[config.mk]
export PLATFORM = sky130hd
export DESIGN_NAME = iq_integrate_dump
export DESIGN_NICKNAME = d
export VERILOG_FILES = /design/src/rtl/iq_dsp_pkg.sv /design/src/rtl/iq_acc_channel.sv /design/src/rtl/iq_integrate_dump.sv
export SDC_FILE = /design/constraint.sdc
export NUM_CORES = 1
export LEC_CHECK = 0
export CORE_MARGIN = 2
export CORE_UTILIZATION = 54
export DETAILED_ROUTE_END_ITERATION = 8
export PLACE_DENSITY = 0.81
export SLEW_MARGIN = 10
export SYNTH_ARGS = -nofsm -noshare
export SYNTH_HDL_FRONTEND = slang
export SYNTH_SLANG_ARGS = --single-unit
[constraint.sdc]
create_clock -name clk -period 3.89 [get_ports clk]
set_clock_uncertainty 0.15 [all_clocks]
set_input_delay 0.778 -clock clk [delete_from_list [all_inputs] [get_ports clk]]
set_output_delay 0.778 -clock clk [all_outputs]
set_load 0.01 [all_outputs]
[src/rtl/iq_dsp_pkg.sv]
// iq_dsp_pkg: shared width derivation, saturation and rounding helpers for the I/Q DSP chain.
// Values are handled in a 64-bit signed working width so one helper set serves any channel size.
package iq_dsp_pkg;

    localparam int SAT_W = 64;

    function automatic int acc_width(input int in_w, input int dec_log2);
        return in_w + dec_log2;
    endfunction

    function automatic int shift_amt(input int acc_w, input int out_w);
        return acc_w - out_w;
    endfunction

    function automatic int cnt_width(input int dec_log2);
        return dec_log2 > 0 ? dec_log2 : 1;
    endfunction

    function automatic logic signed [SAT_W-1:0] half_lsb(input int sh);
        return sh > 0 ? 64'sd1 <<< (sh - 1) : 64'sd0;
    endfunction

    function automatic logic signed [SAT_W-1:0] sat_to(input logic signed [SAT_W-1:0] v, input int w);
        logic signed [SAT_W-1:0] hi;
        logic signed [SAT_W-1:0] lo;
        hi = (64'sd1 <<< (w - 1)) - 64'sd1;
        lo = -hi - 64'sd1;
        return v > hi ? hi : v < lo ? lo : v;
    endfunction

endpackage

[src/rtl/iq_acc_channel.sv]
// iq_acc_channel: single-channel integrator producing the scaled, saturated window sum.
// IQ_INTEGRATE_DUMP_ROUND_EN adds round-half-up ahead of the scaling shift.
module iq_acc_channel
    import iq_dsp_pkg::*;
#(
    parameter int IN_W     = 16,
    parameter int OUT_W    = 16,
    parameter int DEC_LOG2 = 4
) (
    input  logic                    clk,
    input  logic                    rst,
    input  logic                    clear,
    input  logic                    en,
    input  logic                    dump,
    input  logic signed [IN_W-1:0]  x,
    output logic signed [OUT_W-1:0] ys
);

    localparam int ACC_W = acc_width(IN_W, DEC_LOG2);
    localparam int SH    = shift_amt(ACC_W, OUT_W);

    logic signed [ACC_W-1:0] acc;
    logic signed [ACC_W-1:0] sum;
    logic signed [SAT_W-1:0] wide;
    logic signed [SAT_W-1:0] scaled;

    assign sum = acc + ACC_W'(x);
`ifdef IQ_INTEGRATE_DUMP_ROUND_EN
    assign wide = SAT_W'(sum) + half_lsb(SH);
`else
    assign wide = SAT_W'(sum);
`endif
    // Arithmetic shift floors toward -inf; saturation catches a rounding carry.
    assign scaled = wide >>> SH;
    assign ys     = OUT_W'(sat_to(scaled, OUT_W));

    always_ff @(posedge clk or posedge rst) begin
        if (rst)
            acc <= '0;
        else if (clear || dump)
            acc <= '0;
        else if (en)
            acc <= sum;
    end

endmodule

[src/rtl/iq_integrate_dump.sv]
// iq_integrate_dump: I/Q integrate-and-dump decimator with hard BPSK decision on I.
// Define IQ_INTEGRATE_DUMP_ROUND_EN for round-half-up scaling instead of truncation.
module iq_integrate_dump
    import iq_dsp_pkg::*;
#(
    parameter int IN_W     = 16,
    parameter int OUT_W    = 16,
    parameter int DEC_LOG2 = 4
) (
    input  logic                              clk,
    input  logic                              rst,
    input  logic                              clear,
    input  logic                              in_valid,
    input  logic signed [IN_W-1:0]            i_in,
    input  logic signed [IN_W-1:0]            q_in,
    output logic                              out_valid,
    output logic signed [OUT_W-1:0]           i_out,
    output logic signed [OUT_W-1:0]           q_out,
    output logic                              sym_bit,
    output logic [cnt_width(DEC_LOG2)-1:0]    win_cnt
);

    localparam int CW = cnt_width(DEC_LOG2);
    localparam int N  = 1 << DEC_LOG2;

    logic [CW-1:0]           cnt;
    logic                    last;
    logic                    dump;
    logic signed [OUT_W-1:0] i_s;
    logic signed [OUT_W-1:0] q_s;

    assign last    = cnt == CW'(N - 1);
    assign dump    = in_valid && !clear && last;
    assign win_cnt = cnt;

    iq_acc_channel #(.IN_W(IN_W), .OUT_W(OUT_W), .DEC_LOG2(DEC_LOG2)) u_i (
        .clk(clk), .rst(rst), .clear(clear), .en(in_valid), .dump(dump), .x(i_in), .ys(i_s)
    );

    iq_acc_channel #(.IN_W(IN_W), .OUT_W(OUT_W), .DEC_LOG2(DEC_LOG2)) u_q (
        .clk(clk), .rst(rst), .clear(clear), .en(in_valid), .dump(dump), .x(q_in), .ys(q_s)
    );

    always_ff @(posedge clk or posedge rst) begin
        if (rst)
            cnt <= '0;
        else if (clear)
            cnt <= '0;
        else if (in_valid)
            cnt <= last ? '0 : cnt + CW'(1);
    end

    // Results hold across clear and idle cycles; only a dump refreshes them.
    always_ff @(posedge clk or posedge rst) begin
        if (rst) begin
            out_valid <= 1'b0;
            i_out     <= '0;
            q_out     <= '0;
            sym_bit   <= 1'b0;
        end else begin
            out_valid <= dump;
            if (dump) begin
                i_out   <= i_s;
                q_out   <= q_s;
                sym_bit <= ~i_s[OUT_W-1];
            end
        end
    end

endmodule

After elaboration in Yosys (flattened, before gate mapping)
Index checks and enable logic that the tools add are counted.
- register bits after elaboration: 78
- bits of input ports: 36
- output and inout port bits: 38
- word-level logic and storage cells: 33
- add/sub/neg operators: 3
- $lt $le $gt $ge: 4
- equality and inequality tests: 1
- muxes and demuxes: 11
- bitwise logic cells: 1
- reductions and logical operators: 6
- operator list (operator ; count):
    20-bit 2-to-1 mux ; 4
    16-bit 2-to-1 mux ; 4
    20-bit by 16-bit adder with 20-bit output ; 2
    16-bit greater-than comparator, second input constant ; 2
    16-bit less-than comparator, second input constant ; 2
    4-bit 2-to-1 mux ; 3
    4-bit by 1-bit adder with 4-bit output, second input constant ; 1
    4-bit equality test, second input constant ; 1
    2-bit nonzero test ; 2
    1-bit logical AND ; 2
    1-bit zero test ; 1
    1-bit logical OR ; 1
    1-bit NOT ; 1

Depth between registers and ports, before layout
- depth after elaboration: 5
- depth in mapped cells: 10

Hierarchy
From an unflattened synthesis, not the netlist that was laid out.
- cells, all modules: 561
- area, all modules: 5481.5 sq um
- modules (own cells, without submodules) (module ; instances ; cells an instance ; area an instance (sq um) ; sequential area each (sq um)):
    iq_acc_channel (u_q) ; 1 ; 240 ; 2011.9 ; 500.5
    iq_acc_channel (u_i) ; 1 ; 227 ; 1989.4 ; 500.5
    iq_integrate_dump ; 1 ; 94 ; 1480.2 ; 950.9

Worst setup path before layout
OpenSTA, ideal clock, no wires.
- kind: input to register
- start: input i_in[0]
- end: register i_out[12]
- library setup time: 0.125 ns
- data arrival time: 2.860 ns
- path slack: 0.756 ns
- stages on the path: 10
- buffers on the path: 0
- cells stage by stage: ha_1 > fa_1 > a21oi_1 > o21ai_1 > a21o_1 > a311o_1 > a41oi_2 > o21ai_1 > xor2_1 > mux2_2
- cells in the longest elaborated chain, start to end: 4
- ends and longest elaborated chain (what ; line ; RTL):
    start, declared ; iq_integrate_dump.sv:14 ; input logic signed [IN_W-1:0] i_in,
    20-bit by 16-bit adder with 20-bit output * ; iq_acc_channel.sv:27 ; assign sum = acc + ACC_W'(x);
    16-bit less-than comparator ; iq_dsp_pkg.sv:28 ; return v > hi ? hi : v < lo ? lo : v;
    16-bit 2-to-1 mux ; iq_dsp_pkg.sv:28 ;
    16-bit 2-to-1 mux * ; iq_dsp_pkg.sv:28 ;
    end signal, assigned ; iq_integrate_dump.sv:63 ; i_out <= i_s;
    end, declared ; iq_integrate_dump.sv:17 ; output logic signed [OUT_W-1:0] i_out,
Mark *: on every way between the ends. The rest lies on a longest branch, timed or not.
A chain may end at the register's enable or synchronous reset.

Worst setup path in the final report
- start: input i_in[0]
- end: register i_out[14]
The elaborated chain is that of the path after synthesis.

==> metrics.md <==
| Metric | Value |
|---|---|
| CP Class | in2reg |
| Crit path top cell by count | o21ai_1 |
| Outcome | complete, no violations |
| Post-route total power | 2.54 mW |
| Flops & latches, synth | between 70 and 80 |
| Final Hold Vio Count | 0 |
| Commonest register cell after synthesis | dfrtp_1 |
| Root Driver | clkbuf_8 |
| Top post-synthesis cells by area | dfrtp_1 (42%), ha_1 (10%), mux2_2 (7.5%) |
| CP max FO | 3 |
| CP top delay family | compound AO/OA/AOI/OAI gates |
| Crit share post-route | approximately nine tenths |
| Setup violations, final | 0 |
| Area grow syn2layout | 23.9% |
| GPL Wtd Cong | between 0.8 and 0.9 |
| Filler cells | between 600 and 700 |
| Number of global-route vias before repair | ~4,000 |
| Grt total ovfl | 0 |
| Inserted Clock Buffers | 9 |
| Reg clk slew, reported paths | 80 ps |
| RSZ-0062 raised after global routing | false |
| Sequential area share after synthesis | around two fifths |
| Setup WS post-layout | 392 ps |
| Commonest cells in the netlist | dfrtp_1 (78), ha_1 (39), a22o_1 (35) |
| Die Area | roughly 9400 um2 |
| Slowest cell on crit path | clkdlybuf4s50_1 |
| Nets | around 600 |
| Count leader, synth | dfrtp_1 |
| Relative slew slack | ~45% |
| Syn Area/Cell | around 11 um2 |
| Vias/cell | between 6 and 7 |
| Post-CTS Hold Fix Bufs | 0 |
| Gr usage total | a little under a quarter |
| Initial core utilization | a little under three fifths |
| PD cells | between 400 and 500 nW/um2 |
| Average wire per standard cell | 16.9 um |
| CP bufs+invs | 1 |
| Longest Clk Path Bufs | 2 |
| Cell chain of the critical path | clkdlybuf4s50_1 -> ha_1 -> fa_1 -> a21oi_1 -> o21ai_1 -> a21o_1 -> a311o_1 -> a31oi_1 -> o21ai_1 -> xor2_1 -> mux2_2 |
| Max VDD drop | 0.284 mV |
| Top-area cell type share of the netlist area | about two fifths |
| Share of layout cells above drive strength 1 | between 10% and 20% |
| Max Cap Violations | 0 |
| Slew Limit Fails | 0 |
| Gate Count Post-Synth | about 440 |
| Critical Path RT | between 3000 and 4000 ps |
| Crit. End Element | register |
| Largest net degree at the start of global routing | 42 |
| Antenna Nets Post-Route | 0 |
| Post-CTS Resized | 0 |
| Post-synthesis cell area | 4680 um2 |
| Critical path launch point type | input port |
| Post-synth EDFFs | 0 |
| DIE HEIGHT | 97.1 um |
| # port buffers | 73 |
| DR iter-0 viols | 135 |
| Critical path data arrival time | 3590 ps |
| Initial antenna violation count | 0 |
| Pre-CTS setup slack | just under 100 ps |
| Hold Path Class | reg2reg |
| Clock sinks | 78 |
| Setup bufs post-CTS | 0 |
| # DRC | 0 |
| Fmax achieved | around 290 MHz |
| CTS tree | yes |
| Syn. warnings | 0 |
| Row count | 33 |
| Pleak | 2.84 nW |
| Top Ports | 74 |
| Total Wirelength | roughly 10 mm |
| Vias | roughly 3,700 |
| Antenna diodes | 0 |
| Netlist cell types | 48 |
| TritonRoute pass-1 iters | 4 |
| Area leader, netlist | dfrtp_1 |
| Setup tns final | 0 ps |
| Maximum level of the CTS H-tree | 3 |
| Synthesized Nets | 512 |
| Synth async-reset ratio | 100% |
| Post-DP HPWL | approximately 7.5 mm |
| CP max stage delay | approximately 400 ps |
| CORE AREA | 8300 um2 |
| First-pass GRT wire length | between 15 and 20 mm |
| Slew @ Worst Pin | roughly 830 ps |
| Die Wd | 97.1 um |
| Worst-skew pair later-pin latency | between 300 and 400 ps |
| Final Critical Period | 3500 ps |
==> state kept, by name (all words and copies together), names as in the netlist <==
signal     count
u_q.acc       20
u_i.acc       20
i_out         16
q_out         16
sym_bit        1
out_valid      1
win_cnt        4
==> placed cells by master, fill, tap and decap left out, types with 10 or more instances in the layout <==
| cell type | netlist | final |
|---|---|---|
| ha_1 | 39 | 39 |
| dfrtp_1 | 78 | 78 |
| xor2_1 | 17 | 17 |
| a22o_1 | 35 | 35 |
| nand2_1 | 23 | 23 |
| a21o_1 | 19 | 19 |
| clkdlybuf4s50_1 | 0 | 73 |
| a21oi_1 | 33 | 33 |
| nand3_1 | 10 | 10 |
| xnor2_1 | 19 | 19 |
| o21ai_0 | 17 | 17 |
| clkbuf_8 | 0 | 10 |
| mux2_2 | 31 | 31 |
==> power breakdown <==
part	switching (mW)	total (mW)	internal, mW
Combinational	0.444	0.812	0.368
Clock	0.289	0.791	0.502
Sequential	0.0510	0.935	0.884
==> metrics by stage <==
step / hold WS [ps] / utilization, % / cell area [um2] / instances
after floorplan: 304 / - / 4680 / 435
after global placement: 317 / 66.8 / 5550 / 602
after detailed placement: 333 / 66.8 / 5550 / 602
after CTS: 349 / 69.9 / 5800 / 616
after global routing: 373 / 69.9 / 5800 / 616
final: 350 / 69.9 / 5800 / 616
==> final timing paths <==
| path | start | to | slack, ps | cells past startpoint |
|---|---|---|---|---|
| max in group asynchronous | rst | q_out[15] | 2140 | 3 |
| worst min register to register | u_i.acc[2] | u_i.acc[2] | 350 | 2 |
| worst max-delay path | i_in[0] | i_out[14] | 390 | 11 |
| worst min-delay path | u_i.acc[2] | u_i.acc[2] | 350 | 2 |
| worst max register to register | u_i.acc[0] | i_out[14] | 860 | 10 |
| min in group asynchronous | rst | i_out[3] | 750 | 2 |
==> cell families (layout without fill, tap and decap cells) <==
family | count (synthesis) | in the layout | share of synthesized area [%]
compound gates | 144 | 144 | 21.4
fa+ha+maj | 41 | 41 | 11.3
mux | 35 | 35 | 8.31
buf+inv | 29 | 105 | 2.43
xor+xnor | 37 | 37 | 7.22
simple gates | 71 | 71 | 7.67
flops | 78 | 78 | 41.7
==> final cells by class <==
| cell class | instances | area, um2 | area share, % |
|---|---|---|---|
| Tap cell | 105 | 131 | 2.26 |
| Clock buffer | 10 | 138 | 2.37 |
| Timing Repair Buffer | 81 | 803 | 13.8 |
| Sequential cell | 78 | 1950 | 33.6 |
| Clock inverter | 4 | 120 | 2.07 |
| Multi-Input combinational cell | 328 | 2620 | 45.2 |
| Inverter | 10 | 37.5 | 0.647 |
==> metal layers <==
layer	GRT usage [%]	wire (um)	part of all wire [%]
met1	29.9	4670	45
met2	40.1	5210	50
met3	5.25	484	4.6
met4	5.09	76	0.73
met5	0	0	0
==> worst min-delay path, cell delays in order (launching register included) <==
cell	delay (ps)
dfrtp_1	350
nand2_1	50
o21ai_0	70
Note: power is estimated with default switching activity, not from simulation.
==> edit 1: new RTL, same flow settings <==
Reset style: synchronous (`rst`), changed in 3 clocked blocks.
--- a/src/rtl/iq_acc_channel.sv
+++ b/src/rtl/iq_acc_channel.sv
@@ -35,5 +35,5 @@
     assign ys     = OUT_W'(sat_to(scaled, OUT_W));
 
-    always_ff @(posedge clk or posedge rst) begin
+    always_ff @(posedge clk) begin
         if (rst)
             acc <= '0;
--- a/src/rtl/iq_integrate_dump.sv
+++ b/src/rtl/iq_integrate_dump.sv
@@ -42,5 +42,5 @@
     );
 
-    always_ff @(posedge clk or posedge rst) begin
+    always_ff @(posedge clk) begin
         if (rst)
             cnt <= '0;
@@ -52,5 +52,5 @@
 
     // Results hold across clear and idle cycles; only a dump refreshes them.
-    always_ff @(posedge clk or posedge rst) begin
+    always_ff @(posedge clk) begin
         if (rst) begin
             out_valid <= 1'b0;
Behaviour: differs if rst is asserted again (counterexample within 4 cycles, from zero or initial values and one cycle with rst high); with rst held inactive, the same outputs for 10 cycles.
==> edit 1 against the original RTL <==
Sequential cell count unchanged; critical path depth decreased by 1; final area is 1.5% lower; synthesized area up 0.75%; routed wire length up 9.0%; non-clock buffer count decreased by 3; setup slack better by 0.38 ns; highest routed layer unchanged; sequential share of layout area is 6.3 points lower.
Power is not compared: it rests on default switching activity, and its combinational part moved more than twofold at a synthesized area within 25%.
==> edit 1: results (changes against the original RTL) <==
status: finished, final reports clean
FF-to-FF path depth: 9 (-1)
Distinct cells, synth: 59 (+23%)
Synth top cells by count: 78 x dfxtp_1, 56 x a21oi_1, 54 x nand2_1
inverter count: 14 (+4)
Via-to-Cell Ratio: 5.78 (-3.6%)
multi-input logic area: 0.00301 sq mm (+15%)
pre-CTS WS: 0.382 ns (+0.282 ns)
internal reg-to-reg setup slack: 1.31 ns (+0.45 ns)
critical path depth: 10 (-1)
CP Data Arrival Time: 3.25 ns (-0.34 ns)
Min Hold Slack: 0.307 ns (-0.0432 ns)
slowest CP cell: or4b_1
grt met2 use: 0.443 (+0.0423)
Post-Layout Cell Count: 737 (+20%)
dpl cell area: 0.00552 sq mm (-0.38%)
multi-input gates: 443 (+35%)
met3 usage: 0.0396 (-0.0129)
Final clock-cell share: 0.0333 (-0.0111)
All-Layer GR Usage: 0.241 (+0.00916)
layout cells sized above 1: 0.0572 (-0.0641)
Max stage delay on crit path: 0.53 ns (+0.12 ns)
Non-Clock Buffer Area Fraction: 0.134 (-0.00485)
largest net degree at the start of global routing: 62 (+48%)
Placer Congestion: 0.932 (+4.4%)
Async SR Flop Fraction: 0 (-1.00)
Layout Nets: 701 (+20%)
main flop type after synthesis: dfxtp_1
number of non-clock buffers: 78 (-3.7%)
Syn Area/Cell: 8.44 sq um (-22%)
Area contributors post-synth: dfxtp_1 33%, ha_1 10%, a21oi_1 5.9%
Critical Path Fanout Max: 8 (+5)
post-synthesis sequential area ratio: 0.331 (-0.0859)
filler instances: 734 (+14%)
fin crit share: 0.800 (-0.0989)
sequential cell area: 0.00156 sq mm (-20%)
crit-path leading delay family: simple AND/OR/NAND/NOR gates
M1 GR Usage: 0.286 (-0.0123)
post-detail-place hpwl: 8240 um (+9.6%)
worst setup path end: u_i.acc[16]$_SDFFE_PP0P_
dpl cells: 721 (+20%)
Hold Path Sink: i_out[1]$_SDFFE_PP0P_
[edit 1: cell types whose count changed in the layout (fill, tap and decap cells not counted), moves of 16 or more]
| cell | unedited run | this run |
|---|---|---|
| a21oi_1 | 33 | 56 |
| a22o_1 | 35 | 0 |
| dfrtp_1 | 78 | 0 |
| dfxtp_1 | 0 | 78 |
| mux2_2 | 31 | 0 |
| mux2i_1 | 4 | 21 |
| nand2_1 | 23 | 54 |
| nand3b_1 | 1 | 17 |
| nor2_1 | 7 | 49 |
[edit 1: cells by family after synthesis]
kind of cell | Yosys count | share of synthesized area
AOI/OAI and AO/OA | 163 | 0.226
xor gates and xnor gates | 33 | 0.0642
adders and majority gates | 41 | 0.112
buffers and inverters | 38 | 0.0310
DFF | 78 | 0.331
muxes | 21 | 0.0446
and+or+nand+nor | 185 | 0.191
[edit 1: metal layers]
metal  up-vias  part of all wire
met5         -                 0
met4         0             0.011
met3        12             0.063
met2       120              0.50
met1      1968              0.43
li1       2162                 -
==> edit 2: new RTL, same flow settings <==
Made on the original files. `IN_W` is set to 16 in 2 places; all go to 32.
--- a/src/rtl/iq_acc_channel.sv
+++ b/src/rtl/iq_acc_channel.sv
@@ -4,5 +4,5 @@
     import iq_dsp_pkg::*;
 #(
-    parameter int IN_W     = 16,
+    parameter int IN_W     = 32,
     parameter int OUT_W    = 16,
     parameter int DEC_LOG2 = 4
--- a/src/rtl/iq_integrate_dump.sv
+++ b/src/rtl/iq_integrate_dump.sv
@@ -4,5 +4,5 @@
     import iq_dsp_pkg::*;
 #(
-    parameter int IN_W     = 16,
+    parameter int IN_W     = 32,
     parameter int OUT_W    = 16,
     parameter int DEC_LOG2 = 4
Interface: changed (resized i_in and q_in); port bits go from 74 to 106. The function was not compared with the original's and may differ.
==> edit 2 against the original RTL <==
Synthesized area grew 70%; routed wire length grew 91%; final area grew 68%; largest cell class unchanged; total power grew 61%; hold slack lost 0.011 ns; setup slack lost 0.11 ns; sequential cell count grew 32; register-to-register slack lost 0.13 ns; largest power group is now combinational logic.
==> edit 2: results (changes against the original RTL) <==
DR pass1 iterations: 5 (+1)
status: finished, final reports clean
P_int: 2.65 mW (+51%)
first-pass GRT wire length: 33600 um (+85%)
Area contributors post-synth: dfrtp_1 35%, ha_1 11%, o21ai_0 5.2%
area share of fa/ha/maj cells after synthesis: 0.117 (+0.00409)
Final Worst Setup Slack: 0.283 ns (-0.110 ns)
All-Layer GR Usage: 0.257 (+0.0249)
Skew-Pair Late Insertion Delay: 0.36 ns
yosys warns: 0 (unchanged)
Compound-Gate Fraction of Synth Area: 0.277 (+0.0633)
worst setup path end: u_i.acc[26]$_DFFE_PP0P_
Synth Instances: 867 (+99%)
Cells on Worst Hold Path: 2 (unchanged)
max-slew violation count: 0 (unchanged)
post-detail-place hpwl: 14500 um (+93%)
Hold Path Sink: i_out[3]$_DFFE_PP0P_
top flop regs: u_i.acc x36, u_q.acc x36
worst hold start: i_out[3]$_DFFE_PP0P_
pre-CTS WS: -0.135 ns (-0.234 ns)
Power Clock: 1.11 mW (+40%)
Post-Synth XOR/XNOR Area: 0.0646 (-0.00758)
DR WL/cell: 16.9 um (about the same)
Critical Path Fanout Max: 4 (+1)
Min Hold Slack: 0.340 ns (-0.0105 ns)
1st-iter DRT viols: 490 (+260%)
Post-Route WL: 19900 um (+91%)
Syn Nets: 1008 (+97%)
sequential cell area: 0.00275 sq mm (+41%)
internal reg-to-reg setup slack: 0.73 ns (-0.13 ns)
Flop pwr share: 0.328 (-0.040)
Async SR Flop Fraction: 1.00 (unchanged)
root buffer cell: clkbuf_16
layout cells sized above 1: 0.109 (-0.0125)
largest net degree at the start of global routing: 72 (+71%)
Layout Nets: 1128 (+93%)
Slew Limit Headroom: 0.630 (+0.182)
EDFF count, synth: 0 (unchanged)
Worst Setup SP: i_in[0]
slowest CP cell: fa_1
Placer Congestion: 0.923 (+3.5%)
filler instances: 1176 (+83%)
Longest Clk Path Bufs: 2 (unchanged)
Max H-tree Level: 3 (unchanged)
multiplexer share of the synthesized area: 0.0295 (-0.0537)
FF-to-FF path depth: 11 (+1)
post-synthesis sequential area ratio: 0.347 (-0.0704)
dpl cell area: 0.00941 sq mm (+70%)
Synth top cells by count: 110 x dfrtp_1, 99 x nand2_1, 83 x o21ai_0
leakage power: 4.68 nW (+65%)
Max stage delay on crit path: 0.43 ns (+0.02 ns)
PD cells: 418 mW/mm^2 (-4.4%)
maximum vdd drop: 0.248 mV (-13%)
Hold WC Path Type: flip-flop to flip-flop
Distinct cells, synth: 74 (+54%)
Num CTS Buffers: 9 (unchanged)
dpl cells: 1160 (+93%)
Via Count: 7138 (+93%)
port buffer count: 105 (+44%)
-- edit 2: timing repair --
item | in CTS | in global routing
gates resized for setup | 0 | 1
hold buffers | 0 | 0
endpoints found under the setup margin | 0 | 1
-- edit 2: cell type report --
type | count | share of cell area
Multi-Input combinational cell | 699 | 0.506
Clock buffer | 10 | 0.0245
Inverter | 16 | 0.00641
Sequential cell | 110 | 0.282
Timing Repair Buffer | 151 | 0.146
Clock inverter | 6 | 0.0118
Tap cell | 184 | 0.0236
-- edit 2: per-layer routing --
metal  track usage  routed length (um)  up-vias
met4        0.0569                 212        0
met1         0.349                9270     3433
met3        0.0441                 938       20
met5             0                   0        -
met2         0.434                9500      214
li1              -                   -     3471
-- edit 2: worst reg2reg max path, stage by stage (launching register included) --
cell and delay, ns:
dfrtp_1 0.39, ha_1 0.22, fa_1 0.43, a211oi_1 0.34, o21ai_0 0.19, nand4_1 0.20
a21oi_1 0.11, o21ai_1 0.16, buf_4 0.14, a211oi_1 0.08, or3_1 0.36, a32o_1 0.27
